<file path="src/rtl/reg_file.sv">
// Architectural register file with rename tracking for an out-of-order core.
// Each register holds a committed value, a busy flag and the ROB tag of its
// pending producer. Source queries are combinational and bypass a commit
// arriving in the same cycle whose tag matches the pending producer.
module reg_file #(
  parameter int ROB_LOG = 4
) (
  input  logic               clk,
  input  logic               rst,
  input  logic               rdy,
  input  logic               flush,
  input  logic               commit_en,
  input  logic [4:0]         commit_index,
  input  logic [ROB_LOG-1:0] commit_robid,
  input  logic [31:0]        commit_value,
  input  logic               issue_en,
  input  logic [4:0]         issue_dest,
  input  logic [ROB_LOG-1:0] issue_robid,
  input  logic [4:0]         rs1_index,
  input  logic [4:0]         rs2_index,
  output logic [31:0]        rs1_value,
  output logic [31:0]        rs2_value,
  output logic               rs1_busy,
  output logic               rs2_busy,
  output logic [ROB_LOG-1:0] rs1_robid,
  output logic [ROB_LOG-1:0] rs2_robid
);

  logic [31:0]        value_q [32];
  logic               busy_q  [32];
  logic [ROB_LOG-1:0] tag_q   [32];

  logic commit_nz;
  logic issue_nz;

  assign commit_nz = commit_en && (commit_index != 5'd0);
  assign issue_nz  = issue_en && (issue_dest != 5'd0) && !flush;

  // State update: reset wins over everything, rdy low freezes all state.
  // Issue is evaluated after commit so a same-register issue keeps busy set.
  always_ff @(posedge clk) begin
    if (rst) begin
      for (int i = 0; i < 32; i++) begin
        value_q[i] <= '0;
        busy_q[i]  <= 1'b0;
        tag_q[i]   <= '0;
      end
    end else if (rdy) begin
      for (int i = 1; i < 32; i++) begin
        if (commit_nz && (commit_index == 5'(i))) begin
          value_q[i] <= commit_value;
        end
        if (flush) begin
          busy_q[i] <= 1'b0;
        end else if (issue_nz && (issue_dest == 5'(i))) begin
          busy_q[i] <= 1'b1;
          tag_q[i]  <= issue_robid;
        end else if (commit_nz && (commit_index == 5'(i)) && busy_q[i] &&
                     (tag_q[i] == commit_robid)) begin
          busy_q[i] <= 1'b0;
        end
      end
    end
  end

  // Source port 1 lookup with same-cycle commit bypass.
  always_comb begin
    rs1_value = '0;
    rs1_busy  = 1'b0;
    rs1_robid = '0;
    if (rs1_index != 5'd0) begin
      if (!busy_q[rs1_index]) begin
        rs1_value = value_q[rs1_index];
      end else if (commit_en && (commit_index == rs1_index) &&
                   (commit_robid == tag_q[rs1_index])) begin
        rs1_value = commit_value;
      end else begin
        rs1_value = value_q[rs1_index];
        rs1_busy  = 1'b1;
        rs1_robid = tag_q[rs1_index];
      end
    end
  end

  // Source port 2 lookup with same-cycle commit bypass.
  always_comb begin
    rs2_value = '0;
    rs2_busy  = 1'b0;
    rs2_robid = '0;
    if (rs2_index != 5'd0) begin
      if (!busy_q[rs2_index]) begin
        rs2_value = value_q[rs2_index];
      end else if (commit_en && (commit_index == rs2_index) &&
                   (commit_robid == tag_q[rs2_index])) begin
        rs2_value = commit_value;
      end else begin
        rs2_value = value_q[rs2_index];
        rs2_busy  = 1'b1;
        rs2_robid = tag_q[rs2_index];
      end
    end
  end

endmodule

</file>
<file path="config.mk">
export PLATFORM = sky130hd
export DESIGN_NAME = reg_file
export DESIGN_NICKNAME = d
export VERILOG_FILES = /design/src/rtl/reg_file.sv
export SDC_FILE = /design/constraint.sdc
export NUM_CORES = 2
export LEC_CHECK = 0
export CAP_MARGIN = 20
export CORE_ASPECT_RATIO = 1.25
export CORE_MARGIN = 3
export CORE_UTILIZATION = 68
export DETAILED_ROUTE_END_ITERATION = 6
export PLACE_DENSITY = 0.91
export SYNTH_ARGS = -nofsm -noshare
export SYNTH_HDL_FRONTEND = slang
export SYNTH_SLANG_ARGS = --single-unit
</file>
<file path="constraint.sdc">
create_clock -name clk -period 8.7 [get_ports clk]
set_input_delay 0.87 -clock clk [delete_from_list [all_inputs] [get_ports clk]]
set_output_delay 0.87 -clock clk [all_outputs]
set_load 0.05 [all_outputs]
</file>
==> run summary <==
• GRT Residual Overflow: 0
• total vias in the final route: 44500
• Skew-Pair Late Insertion Delay: 0.72 ns
• worst hold start: busy_q[6]$_SDFFCE_PP0P_
• critical path peak fanout: 44
• cells taking the most area after synthesis: sky130_fd_sc_hd__edfxtp_1 (57%), sky130_fd_sc_hd__mux4_2 (21%), sky130_fd_sc_hd__nor2_1 (4.5%)
• depth of the worst register-to-register path: 4
• leakage power total: 22.0 nW
• Mapped Area: 60300 µm²
• via count of the first global-routing pass: 44900
• core outline area: 87500 µm²
• post-cts hold buffer count: 0
• gpl congestion: 0.993
• synthesized-area fraction occupied by and/or/nand/nor cells: 0.0820
• TritonCTS clock tree: yes
• total track usage: 0.467
• Top FF cell, synth: sky130_fd_sc_hd__edfxtp_1
• delay of the slowest cell on the worst path: 0.95 ns
• Endpoint, Worst Hold: busy_q[6]$_SDFFCE_PP0P_
• drt total wl: 216000 µm
• Slew Limit Headroom: 0.181
• HPWL after detailed placement: 112000 µm
• largest family of logic cells by synthesized area: multiplexers
• mean post-synth cell area: 15.0 µm²
• number of unique standard cell types used by synthesis: 67
• total non-filler cell area in the finished layout: 66100 µm²
• area used by sequential logic in the layout: 34400 µm²
• initial antenna violation count: 10
• vias per cell: 8.52
• sequential-to-total area share from yosys stat: 0.571
• filler instances: 4606
• worst-path cell chain: buf_4, buf_4, nand2b_2, buf_4, o21ai_0, a21oi_1, nor3_1, mux2_1, clkdlybuf4s50_1
• number of port buffers: 139
• Final Cycle Share: 0.781
• actual slew at the worst max-slew pin: 1.22 ns
• CP max-delay cell: sky130_fd_sc_hd__nand2b_2
• most frequent standard cell in the layout excluding fill and tap cells: sky130_fd_sc_hd__edfxtp_1
• failing checks: design-rule violations
• wire length of the first global-routing pass: 307000 µm
• library cell appearing most often on the critical path: sky130_fd_sc_hd__buf_4
• synthesized-area fraction occupied by ao, oa, aoi and oai cells: 0.0367
• fin. max-slew vios: 0
• area occupied by multi-input gates: 24200 µm²
• Worst Path Arrival: 5.92 ns
• initial core utilization: 0.689
• width of the chip: 272 µm
• final instance count without filler cells: 5225
• fraction of synthesis flops using an asynchronous set or reset pin: 0
• adder and majority gate portion of the synthesized area: 0
• Setup Viol. Count Final: 0
• crit path setup slack, layout: 1.91 ns
• largest clock skew in the final design: 0.0337 ns
• final hold slack: 0.693 ns
• number of instances in the synthesized netlist: 4011
• number of violations reported at the end of detailed-routing iteration 0: 9747
• library cell with the largest summed area after synthesis: sky130_fd_sc_hd__edfxtp_1
• instance count on the critical path: 9
• startpoint-to-endpoint class of the critical path: input pin to primary output
• crit-path leading delay family: buffers and inverters
• clock root buffer: sky130_fd_sc_hd__clkbuf_16
• power density over the cells: 212 nW/µm²
• peak supply drop: 0.195 mV
• Max Buffers Root-to-Sink: 3
• placed instance count: 5014
• synthesized-area fraction occupied by xor and xnor cells: 0.0198
• Buf/Inv on CP: 4
• R2R setup slack: 6.85 ns
• Area after DPL: 62300 µm²
• layout cell share with drive strength beyond 1: 0.242
• Detail Route Antenna Nets: 0
• Synth top area share: 0.571
• number of instances resized during post-cts repair: 0
• hold crit path type: flop to flop
• first-pass iteration count of the detailed router: 7
• fmax: 0.147 GHz
• CTS clk-pin slew, worst paths: 0.07 ns
• pin count of the biggest net entering global routing: 104
• count of nets after finishing: 4027
• Layout Area Growth over Synthesis: 9.59%
• capture instance of the worst register-to-register path: busy_q[10]$_SDFFCE_PP0P_
• Reg2Reg Launch Point: tag_q[10][2]$_SDFFCE_PN0P_
• clock sink total: 1147
• RSZ-0062 raised after global routing: false
• multiplexer fraction of the synthesized cell area: 0.260
• count of warnings emitted by yosys: 0
• synthesized netlist net count: 4077
• TritonCTS buffer count: 108
• post-synthesis register bit count: 1147
• overall die height: 339 µm
• Placement Setup Slack: 2.26 ns
• I/O pins: 140
• count of endpoints failing hold in the final timing report: 0
• remaining routing DRC violations: 110
• die area: 92300 µm²
• summed negative setup slack over all endpoints: 0 ns
• worst hold path depth: 2
• buffers inserted during post-CTS setup optimization: 0
• reported max-cap violation count: 0
• result of the run: complete, but fails checks
• CP required: 7.83 ns
• Worst Setup End Kind: primary output
• maximum level of the CTS H-tree: 3
• count of flip-flops with a built-in enable after synthesis: 1147
• commonest cells after routing, fill and taps aside: sky130_fd_sc_hd__edfxtp_1 (1147), sky130_fd_sc_hd__nor2_1 (722), sky130_fd_sc_hd__mux4_2 (549), sky130_fd_sc_hd__mux2i_1 (167), sky130_fd_sc_hd__clkdlybuf4s50_1 (124)
• category of the worst setup path launch point: input pin
• total number of placement rows: 121
• clock period minus worst slack: 6.79 ns
• WL per Instance: 41.3 µm
==> report_power, final <==
part,switching (mW),leakage [nW],total (mW),internal [mW]
Clock,2.23,1.76,5.03,2.80
Combinational,1.32,9.24,2.21,0.898
Sequential,0.268,11.0,6.75,6.48
Total,3.81,22.0,14.0,10.2
==> worst register-to-register path, stage by stage, from the launching register on <==
cell and delay, ns:
sky130_fd_sc_hd__edfxtp_1 0.46, sky130_fd_sc_hd__xor2_1 0.21, sky130_fd_sc_hd__nor4_1 0.37, sky130_fd_sc_hd__nand4_1 0.14
sky130_fd_sc_hd__o311ai_0 0.35
==> final cells by class <==
cell class,count,share of cell area
antenna,9,0.000341
clock buffer,128,0.0433
clock inverter,69,0.0118
inverter,47,0.00271
multi-input combinational,2430,0.366
sequential,1147,0.521
tap,1168,0.0221
timing repair buffer,227,0.0319
==> logic make-up (layout without fill, tap and decap cells) <==
logic type / count (synthesis) / after routing
other: 0 / 9
muxes: 853 / 853
and+or+nand+nor: 1116 / 1116
AOI/OAI and AO/OA: 325 / 325
DFF: 1147 / 1147
buffers and inverters: 434 / 471
xor gates and xnor gates: 136 / 136
==> metrics by stage <==
step / util / power, mW
after floorplan: - / 8.15
after global placement: 0.712 / 8.78
after detailed placement: 0.712 / 8.89
after CTS: 0.754 / 13.8
after global routing: 0.755 / 14.1
final: 0.755 / 14.0
==> worst max path at each step <==
stage	from	to	slack [ns]
floorplan	rs1_index[0]	rs1_robid[1]	3.76
global placement	rs2_index[0]	rs2_value[14]	2.30
detailed placement	rs2_index[0]	rs2_value[16]	2.26
CTS	rs2_index[0]	rs2_value[18]	2.22
global route	rs2_index[0]	rs2_value[4]	2.06
finish	rs1_index[3]	rs1_value[27]	1.91
==> registers in the layout, summed over array words and instances, names as in the netlist <==
signal	flops
tag_q	124
busy_q	31
value_q	992
==> layer usage <==
metal / part of all wire / vias to the layer above / wire, µm / global-route usage
li1: - / 15600 / - / -
met1: 0.27 / 20800 / 57900 / 0.539
met2: 0.43 / 6130 / 93600 / 0.677
met3: 0.19 / 1933 / 40800 / 0.222
met4: 0.11 / 6 / 23600 / 0.352
met5: 0.00053 / - / 114 / 0
==> cell usage after synthesis, types with 31 or more instances <==
library cell,count
sky130_fd_sc_hd__nand3_1,46
sky130_fd_sc_hd__nand2b_1,86
sky130_fd_sc_hd__clkbuf_1,240
sky130_fd_sc_hd__o22ai_1,45
sky130_fd_sc_hd__edfxtp_1,1147
sky130_fd_sc_hd__nand2_1,64
sky130_fd_sc_hd__a22o_1,33
sky130_fd_sc_hd__mux2_2,62
sky130_fd_sc_hd__mux4_2,549
sky130_fd_sc_hd__a21oi_1,70
sky130_fd_sc_hd__nor2_1,723
sky130_fd_sc_hd__inv_1,47
sky130_fd_sc_hd__buf_1,61
sky130_fd_sc_hd__xnor2_1,106
sky130_fd_sc_hd__mux2_1,45
sky130_fd_sc_hd__o221ai_1,31
sky130_fd_sc_hd__buf_2,69
sky130_fd_sc_hd__nor3_1,54
sky130_fd_sc_hd__mux2i_1,167
sky130_fd_sc_hd__nor2b_1,48
sky130_fd_sc_hd__o21ai_0,53
(Power assumes the default switching activity.)
